`src/rtl/bram_rx_mc_ctrl_pkg.sv`:
```
// Shared types and constants for the multi-channel BRAM receive controller.
package bram_rx_mc_ctrl_pkg;

  typedef enum logic [1:0] {
    CH_IDLE   = 2'd0,
    CH_RECV   = 2'd1,
    CH_LOCKED = 2'd2
  } ch_state_t;

  localparam int unsigned DEF_N_CH   = 2;
  localparam int unsigned DEF_REG_AW = 11;
  localparam int unsigned NSK_LIMIT  = 512;
  localparam int unsigned VSK_LIMIT  = 1024;

  function automatic int unsigned clog2_min1(input int unsigned n);
    return (n <= 1) ? 1 : $clog2(n);
  endfunction

endpackage

```
`src/rtl/bram_rx_mc_ctrl_rr_arbiter.sv`:
```
// N-request round-robin arbiter: one-hot grant, search starts at the pointer,
// pointer moves to granted+1 whenever a grant is issued.
module bram_rx_mc_ctrl_rr_arbiter
  import bram_rx_mc_ctrl_pkg::*;
#(
  parameter int unsigned N = DEF_N_CH,
  localparam int unsigned IW = clog2_min1(N)
) (
  input  logic          clk,
  input  logic          rst,
  input  logic [N-1:0]  i_req,
  output logic [N-1:0]  o_grant,
  output logic [IW-1:0] o_idx,
  output logic          o_valid
);

  logic [IW-1:0] r_ptr;

  always_comb begin
    int unsigned k;
    k       = 0;
    o_grant = '0;
    o_idx   = '0;
    o_valid = 1'b0;
    for (int unsigned i = 0; i < N; i++) begin
      k = int'(r_ptr) + i;
      if (k >= N) k = k - N;
      if (!o_valid && i_req[k]) begin
        o_valid    = 1'b1;
        o_grant[k] = 1'b1;
        o_idx      = IW'(k);
      end
    end
  end

  always_ff @(posedge clk or posedge rst) begin
    if (rst) begin
      r_ptr <= '0;
    end else if (o_valid) begin
      r_ptr <= (o_idx == IW'(N - 1)) ? '0 : o_idx + IW'(1);
    end
  end

endmodule

```
`src/rtl/bram_rx_mc_ctrl.sv`:
```
// Multi-channel receive controller: arbitrates N_CH word streams into private
// regions of one shared BRAM with per-packet truncation and host-released locks.
module bram_rx_mc_ctrl
  import bram_rx_mc_ctrl_pkg::*;
#(
  parameter int unsigned N_CH   = DEF_N_CH,
  parameter int unsigned DATA_W = 32,
  parameter int unsigned REG_AW = DEF_REG_AW,
  parameter int unsigned ADDR_W = 14,
  localparam int unsigned CW = clog2_min1(N_CH)
) (
  input  logic                     clk,
  input  logic                     rst,
  input  logic [N_CH*DATA_W-1:0]   s_data,
  input  logic [N_CH-1:0]          s_valid,
  input  logic [N_CH-1:0]          s_last,
  output logic [N_CH-1:0]          s_ready,
  input  logic [REG_AW:0]          cfg_limit,
  input  logic [N_CH-1:0]          ch_release,
  output logic                     bram_we,
  output logic [ADDR_W-1:0]        bram_addr,
  output logic [DATA_W-1:0]        bram_wdata,
  output logic                     pkt_done,
  output logic [CW-1:0]            pkt_ch,
  output logic [REG_AW:0]          pkt_len,
  output logic                     pkt_trunc,
  output logic [N_CH-1:0]          ch_locked
);

  localparam logic [REG_AW:0] FULL = {1'b1, {REG_AW{1'b0}}};

  logic [REG_AW:0]   w_eff_cfg;
  logic [N_CH-1:0]   w_eligible;
  logic [N_CH-1:0]   w_acc;
  logic [N_CH-1:0]   w_store;
  logic [N_CH-1:0]   w_trunc;
  logic [REG_AW:0]   w_cnt [N_CH];
  logic [CW-1:0]     w_gidx;
  logic              w_gvalid;

  logic              w_sel_store;
  logic              w_sel_last;
  logic              w_sel_trunc;
  logic [REG_AW:0]   w_sel_cnt;
  logic [DATA_W-1:0] w_sel_data;

  logic              r_p1_done;
  logic [CW-1:0]     r_p1_ch;
  logic [REG_AW:0]   r_p1_len;
  logic              r_p1_trunc;

  assign w_eff_cfg = (cfg_limit == '0 || cfg_limit > FULL) ? FULL : cfg_limit;

  bram_rx_mc_ctrl_rr_arbiter #(.N(N_CH)) u_arb (
    .clk     (clk),
    .rst     (rst),
    .i_req   (w_eligible),
    .o_grant (s_ready),
    .o_idx   (w_gidx),
    .o_valid (w_gvalid)
  );

  for (genvar c = 0; c < N_CH; c++) begin : g_ch
    ch_state_t       r_state;
    ch_state_t       w_next;
    logic [REG_AW:0] r_cnt;
    logic [REG_AW:0] r_lim;
    logic [REG_AW:0] w_lim;
    logic            r_trunc;
    logic            r_locked;

    always_ff @(posedge clk or posedge rst) begin
      if (rst) r_state <= CH_IDLE;
      else     r_state <= w_next;
    end

    always_comb begin
      w_next = r_state;
      case (r_state)
        CH_IDLE:   if (w_acc[c]) w_next = s_last[c] ? CH_LOCKED : CH_RECV;
        CH_RECV:   if (w_acc[c] && s_last[c]) w_next = CH_LOCKED;
        CH_LOCKED: if (ch_release[c]) w_next = CH_IDLE;
        default:   w_next = CH_IDLE;
      endcase
    end

    // The limit is taken live from cfg_limit on a packet's first word, then held.
    always_comb begin
      w_eligible[c] = s_valid[c] && (r_state != CH_LOCKED);
      w_lim         = (r_state == CH_IDLE) ? w_eff_cfg : r_lim;
    end

    assign w_acc[c]   = s_valid[c] & s_ready[c];
    assign w_store[c] = w_acc[c] && (r_cnt < w_lim);
    assign w_trunc[c] = r_trunc;
    assign w_cnt[c]   = r_cnt;
    assign ch_locked[c] = r_locked;

    always_ff @(posedge clk or posedge rst) begin
      if (rst) begin
        r_cnt    <= '0;
        r_lim    <= '0;
        r_trunc  <= 1'b0;
        r_locked <= 1'b0;
      end else begin
        r_locked <= (w_next == CH_LOCKED);
        if (r_state == CH_LOCKED && ch_release[c]) begin
          r_cnt   <= '0;
          r_trunc <= 1'b0;
        end else if (w_acc[c]) begin
          if (r_state == CH_IDLE) r_lim <= w_eff_cfg;
          if (w_store[c]) r_cnt   <= r_cnt + 1'b1;
          else            r_trunc <= 1'b1;
        end
      end
    end
  end

  always_comb begin
    w_sel_store = 1'b0;
    w_sel_last  = 1'b0;
    w_sel_trunc = 1'b0;
    w_sel_cnt   = '0;
    w_sel_data  = '0;
    for (int unsigned c = 0; c < N_CH; c++) begin
      if (s_ready[c]) begin
        w_sel_store = w_store[c];
        w_sel_last  = s_last[c];
        w_sel_trunc = w_trunc[c];
        w_sel_cnt   = w_cnt[c];
        w_sel_data  = s_data[c*DATA_W +: DATA_W];
      end
    end
  end

  // Completion info is captured at acceptance so a fast release cannot clear it.
  always_ff @(posedge clk or posedge rst) begin
    if (rst) begin
      bram_we    <= 1'b0;
      bram_addr  <= '0;
      bram_wdata <= '0;
      r_p1_done  <= 1'b0;
      r_p1_ch    <= '0;
      r_p1_len   <= '0;
      r_p1_trunc <= 1'b0;
      pkt_done   <= 1'b0;
      pkt_ch     <= '0;
      pkt_len    <= '0;
      pkt_trunc  <= 1'b0;
    end else begin
      bram_we <= w_gvalid & w_sel_store;
      if (w_gvalid & w_sel_store) begin
        bram_addr  <= (ADDR_W'(w_gidx) << REG_AW) | ADDR_W'(w_sel_cnt[REG_AW-1:0]);
        bram_wdata <= w_sel_data;
      end
      r_p1_done <= w_gvalid & w_sel_last;
      if (w_gvalid & w_sel_last) begin
        r_p1_ch    <= w_gidx;
        r_p1_len   <= w_sel_cnt + {{REG_AW{1'b0}}, w_sel_store};
        r_p1_trunc <= w_sel_trunc | ~w_sel_store;
      end
      pkt_done <= r_p1_done;
      if (r_p1_done) begin
        pkt_ch    <= r_p1_ch;
        pkt_len   <= r_p1_len;
        pkt_trunc <= r_p1_trunc;
      end
    end
  end

endmodule

```
`config.mk`:
```
export PLATFORM = sky130hd
export DESIGN_NAME = bram_rx_mc_ctrl
export DESIGN_NICKNAME = d
export VERILOG_FILES = /design/src/rtl/bram_rx_mc_ctrl_pkg.sv /design/src/rtl/bram_rx_mc_ctrl_rr_arbiter.sv /design/src/rtl/bram_rx_mc_ctrl.sv
export SDC_FILE = /design/constraint.sdc
export NUM_CORES = 1
export LEC_CHECK = 0
export ABC_CLOCK_PERIOD_IN_PS = 4100
export CAP_MARGIN = 25
export CORE_MARGIN = 2
export CORE_UTILIZATION = 35
export CTS_CLUSTER_SIZE = 40
export DETAILED_ROUTE_END_ITERATION = 16
export PLACE_DENSITY = 0.61
export RECOVER_POWER = 25
export SLEW_MARGIN = 10
export SYNTH_ARGS = -nofsm -noshare
export SYNTH_HDL_FRONTEND = slang
export SYNTH_HIERARCHICAL = 1
export SYNTH_SLANG_ARGS = --single-unit
```
`constraint.sdc`:
```
create_clock -name clk -period 4.1 [get_ports clk]
set_input_delay 0.82 -clock clk [delete_from_list [all_inputs] [get_ports clk]]
set_output_delay 0.82 -clock clk [all_outputs]
set_load 0.03 [all_outputs]
```
==> metrics.md <==
| Metric | Value |
|---|---|
| Unique masters post-synth | 67 |
| Pint | 3850 uW |
| Slowest-stage cell, CP | clkdlybuf4s50_1 |
| Clock Latency Late Sink | 430 ps |
| Post-synth EDFFs | 0 |
| CTS tree | built |
| Required @ worst endpoint | 4400 ps |
| Worst-Margin Slew | 1640 ps |
| Crit. End Element | flop |
| Dpl hpwl | 15.6 mm |
| Failing checks | capacitance limit, slew limit |
| CTS root buffer | clkbuf_16 |
| Largest net degree at the start of global routing | 54 |
| Top FF cell, synth | dfrtp_1 |
| Asr flop ratio synth | 1.00 |
| Vias in the first global route | 6126 |
| Skew final | 9.71 ps |
| Crit-path cells | clkdlybuf4s50_1 > buf_4 > nor2b_1 > mux2i_1 > ha_1 > a2111oi_1 > nor4_1 > and3_1 > o32ai_4 > ha_1 > inv_1 > a221oi_2 > buf_4 > nand4_1 > xnor2_1 > o21ai_0 |
| Pwr/cell area | 634 mW/mm2 |
| Yosys reg bits | 132 |
| Dpl ws | -387 ps |
| CP peak stage delay | 520 ps |
| Switching share of power | 0.397 |
| TritonRoute pass-1 iters | 6 |
| Die Wd | 150 um |
| Logic gate share of total power | 0.447 |
| Leak pwr | 0.00417 uW |
| GRT Total Usage | 0.197 |
| Fin crit period | 3890 ps |
| CTS Hold Bufs | 0 |
| Slew Limit Fails | 35 |
| Die area | 0.0225 mm2 |
| DRT antenna net count | 0 |
| Clk sinks | 132 |
| Routed via count | 6452 |
| Antenna violations before repair | 0 |
| Most frequent cells in the layout | clkdlybuf4s50_1, dfrtp_1, nand2_1, a21oi_1, buf_4 |
| Routed wire per std cell | 18.2 um |
| Area delta synth->final | 35.1% |
| Initial core utilization | 0.356 |
| Core area | 0.0210 mm2 |
| WP data arrival | 4190 ps |
| Vias per cell | 5.41 |
| DRC viols | 0 |
| CTS H-tree lvls | 4 |
| Syn Std Cell Area | 0.00746 mm2 |
| Rel. slew slack | -0.0988 |
| Synth Area per Inst | 9.96 um2 |
| Setup bufs post-CTS | 0 |
| Final Hold Vio Count | 0 |
| Worst IR drop on VDD | 0.345 mV |
| Max Freq | 0.257 GHz |
| Resize count post-CTS | 0 |
| Post-synth top area share | 0.443 |
| Crit path max-delay family | buffers and inverters |
| Top cells by area, synth | dfrtp_1, a22oi_2, ha_1, nand2_1, a21oi_1 |
| Share of cells above drive strength 1 | 0.176 |
| Total CTS buffers | 17 |
| Setup violations, final | 0 |
| Ant. Diodes | 0 |
| Register area share after synthesis | 0.443 |
| Worst Path Class, Setup | input pin to flop |
| Gr ovfl total | 0 |
| Core Rows | 53 |
| Detailed Route WL | 21.7 mm |
| Psw | 2530 uW |
| Clock transition at path regs | 60 ps |
| Global-route wire length before repair | 34.5 mm |
| Final worst-path cycle share | 0.948 |
| Post-Place Cell Area | 0.00949 mm2 |
| Nets@finish | 1015 |
| Outcome | finished, violations left |
| IO Port Bufs | 147 |
| CTS max path bufs | 2 |
| Hold_ws | 477 ps |
| Final worst slack | 214 ps |
| 1st-iter DRT viols | 508 |
| Buf/Inv on CP | 4 |
| Gate Count Post-Synth | 749 |
| Max-cap violations | 1 |
| Register share of total power | 0.320 |
| Commonest non-fill, non-tap cell in the layout | clkdlybuf4s50_1 |
| CP max FO | 6 |
| # IOs | 150 |
| Fin Setup TNS | 0 ps |
| YS warnings | 6 |
| Gpl congestion | 0.841 |
| Fin area | 0.0101 mm2 |
| Critical Path Source Type | input pin |
| Clock network fraction of total power | 0.232 |
| Hold WC Path Type | flop to flop |
| Biggest area consumer among synthesized cells | dfrtp_1 |
| Die Span Y | 150 um |
-- power groups by stage --
stage	combinational, uW	sequential (uW)	clock [uW]
after CTS	2870	2040	1510
after detailed placement	2860	2060	0
final	2860	2040	1480
after global placement	2830	2050	0
after global routing	3080	2100	1580
after floorplan	1310	2470	0
-- cells in the mapped netlist (7+ instances only) --
cell	n
dfrtp_1	132
nand2_1	84
a21oi_1	62
clkbuf_1	45
o21ai_0	45
a22oi_2	40
a221oi_1	33
nor2_1	27
ha_1	26
mux2i_1	25
nand3_1	18
mux2_2	16
and2_1	14
nand4_1	14
nor2b_1	13
nand2b_1	12
a31oi_1	9
nand3b_1	9
inv_1	8
and3_1	7
-- cells by family after synthesis --
family / share of synthesized area
flip-flops: 0.443
XOR/XNOR: 0.0106
AND/OR/NAND/NOR: 0.156
other: 0.000503
AO/OA/AOI/OAI: 0.246
adder cells (fa/ha/maj): 0.0436
buffers and inverters: 0.0423
multiplexers: 0.0577
-- worst register-to-register path, delay by kind of cell (launching register included) --
family / cells / cell delay [ps]
AO/OA/AOI/OAI: 4 / 890
AND/OR/NAND/NOR: 4 / 610
adder cells (fa/ha/maj): 2 / 540
buffers and inverters: 3 / 470
flip-flops: 1 / 380
multiplexers: 1 / 360
XOR/XNOR: 1 / 180
-- cell type report --
type	instances	area, um2
Clock buffer	17	425
Clock inverter	15	143
Fill cell	1983	10900
Inverter	9	35.0
Multi-Input combinational cell	548	3910
Sequential cell	132	3300
Tap cell	275	344
Timing Repair Buffer	197	1920
-- per-layer routing --
layer / GRT usage / wire, um / part of all wire
met1: 0.278 / 10200 / 0.47
met2: 0.303 / 10300 / 0.47
met3: 0.0366 / 754 / 0.035
met4: 0.0698 / 476 / 0.022
met5: 0 / 0 / 0
-- path summary, 6_finish.rpt --
kind	startpoint	end	slack [ps]	depth (start not counted)
worst max-delay path	cfg_limit[11]	r_p1_len[11]	210	16
worst min-delay path	r_p1_len[9]	r_p1_len[9]	480	2
worst max register to register	g_ch[1].r_state[1]	r_p1_len[11]	550	15
worst min register to register	r_p1_len[9]	r_p1_len[9]	480	2
max in group asynchronous	rst	g_ch[1].r_cnt[9]	1020	3
min in group asynchronous	rst	asynchronous set/reset pin	740	2
-- metrics by stage --
stage	std cells	util	total power [uW]
after floorplan	750	-	3780
after global placement	1161	0.453	4870
after detailed placement	1161	0.453	4920
after CTS	1193	0.480	6410
after global routing	1193	0.481	6760
final	1193	0.481	6380
-- registers in the layout, indices dropped and copies added, names as in the netlist, 2 cells and up, named ones only --
name           count
r_p1_len          12
g_ch.r_lim        24
g_ch.r_cnt        24
g_ch.r_locked      2
bram_wdata        32
g_ch.r_state       4
g_ch.r_trunc       2
bram_addr         12
pkt_len           12
Power figures use the tool's default switching activity.
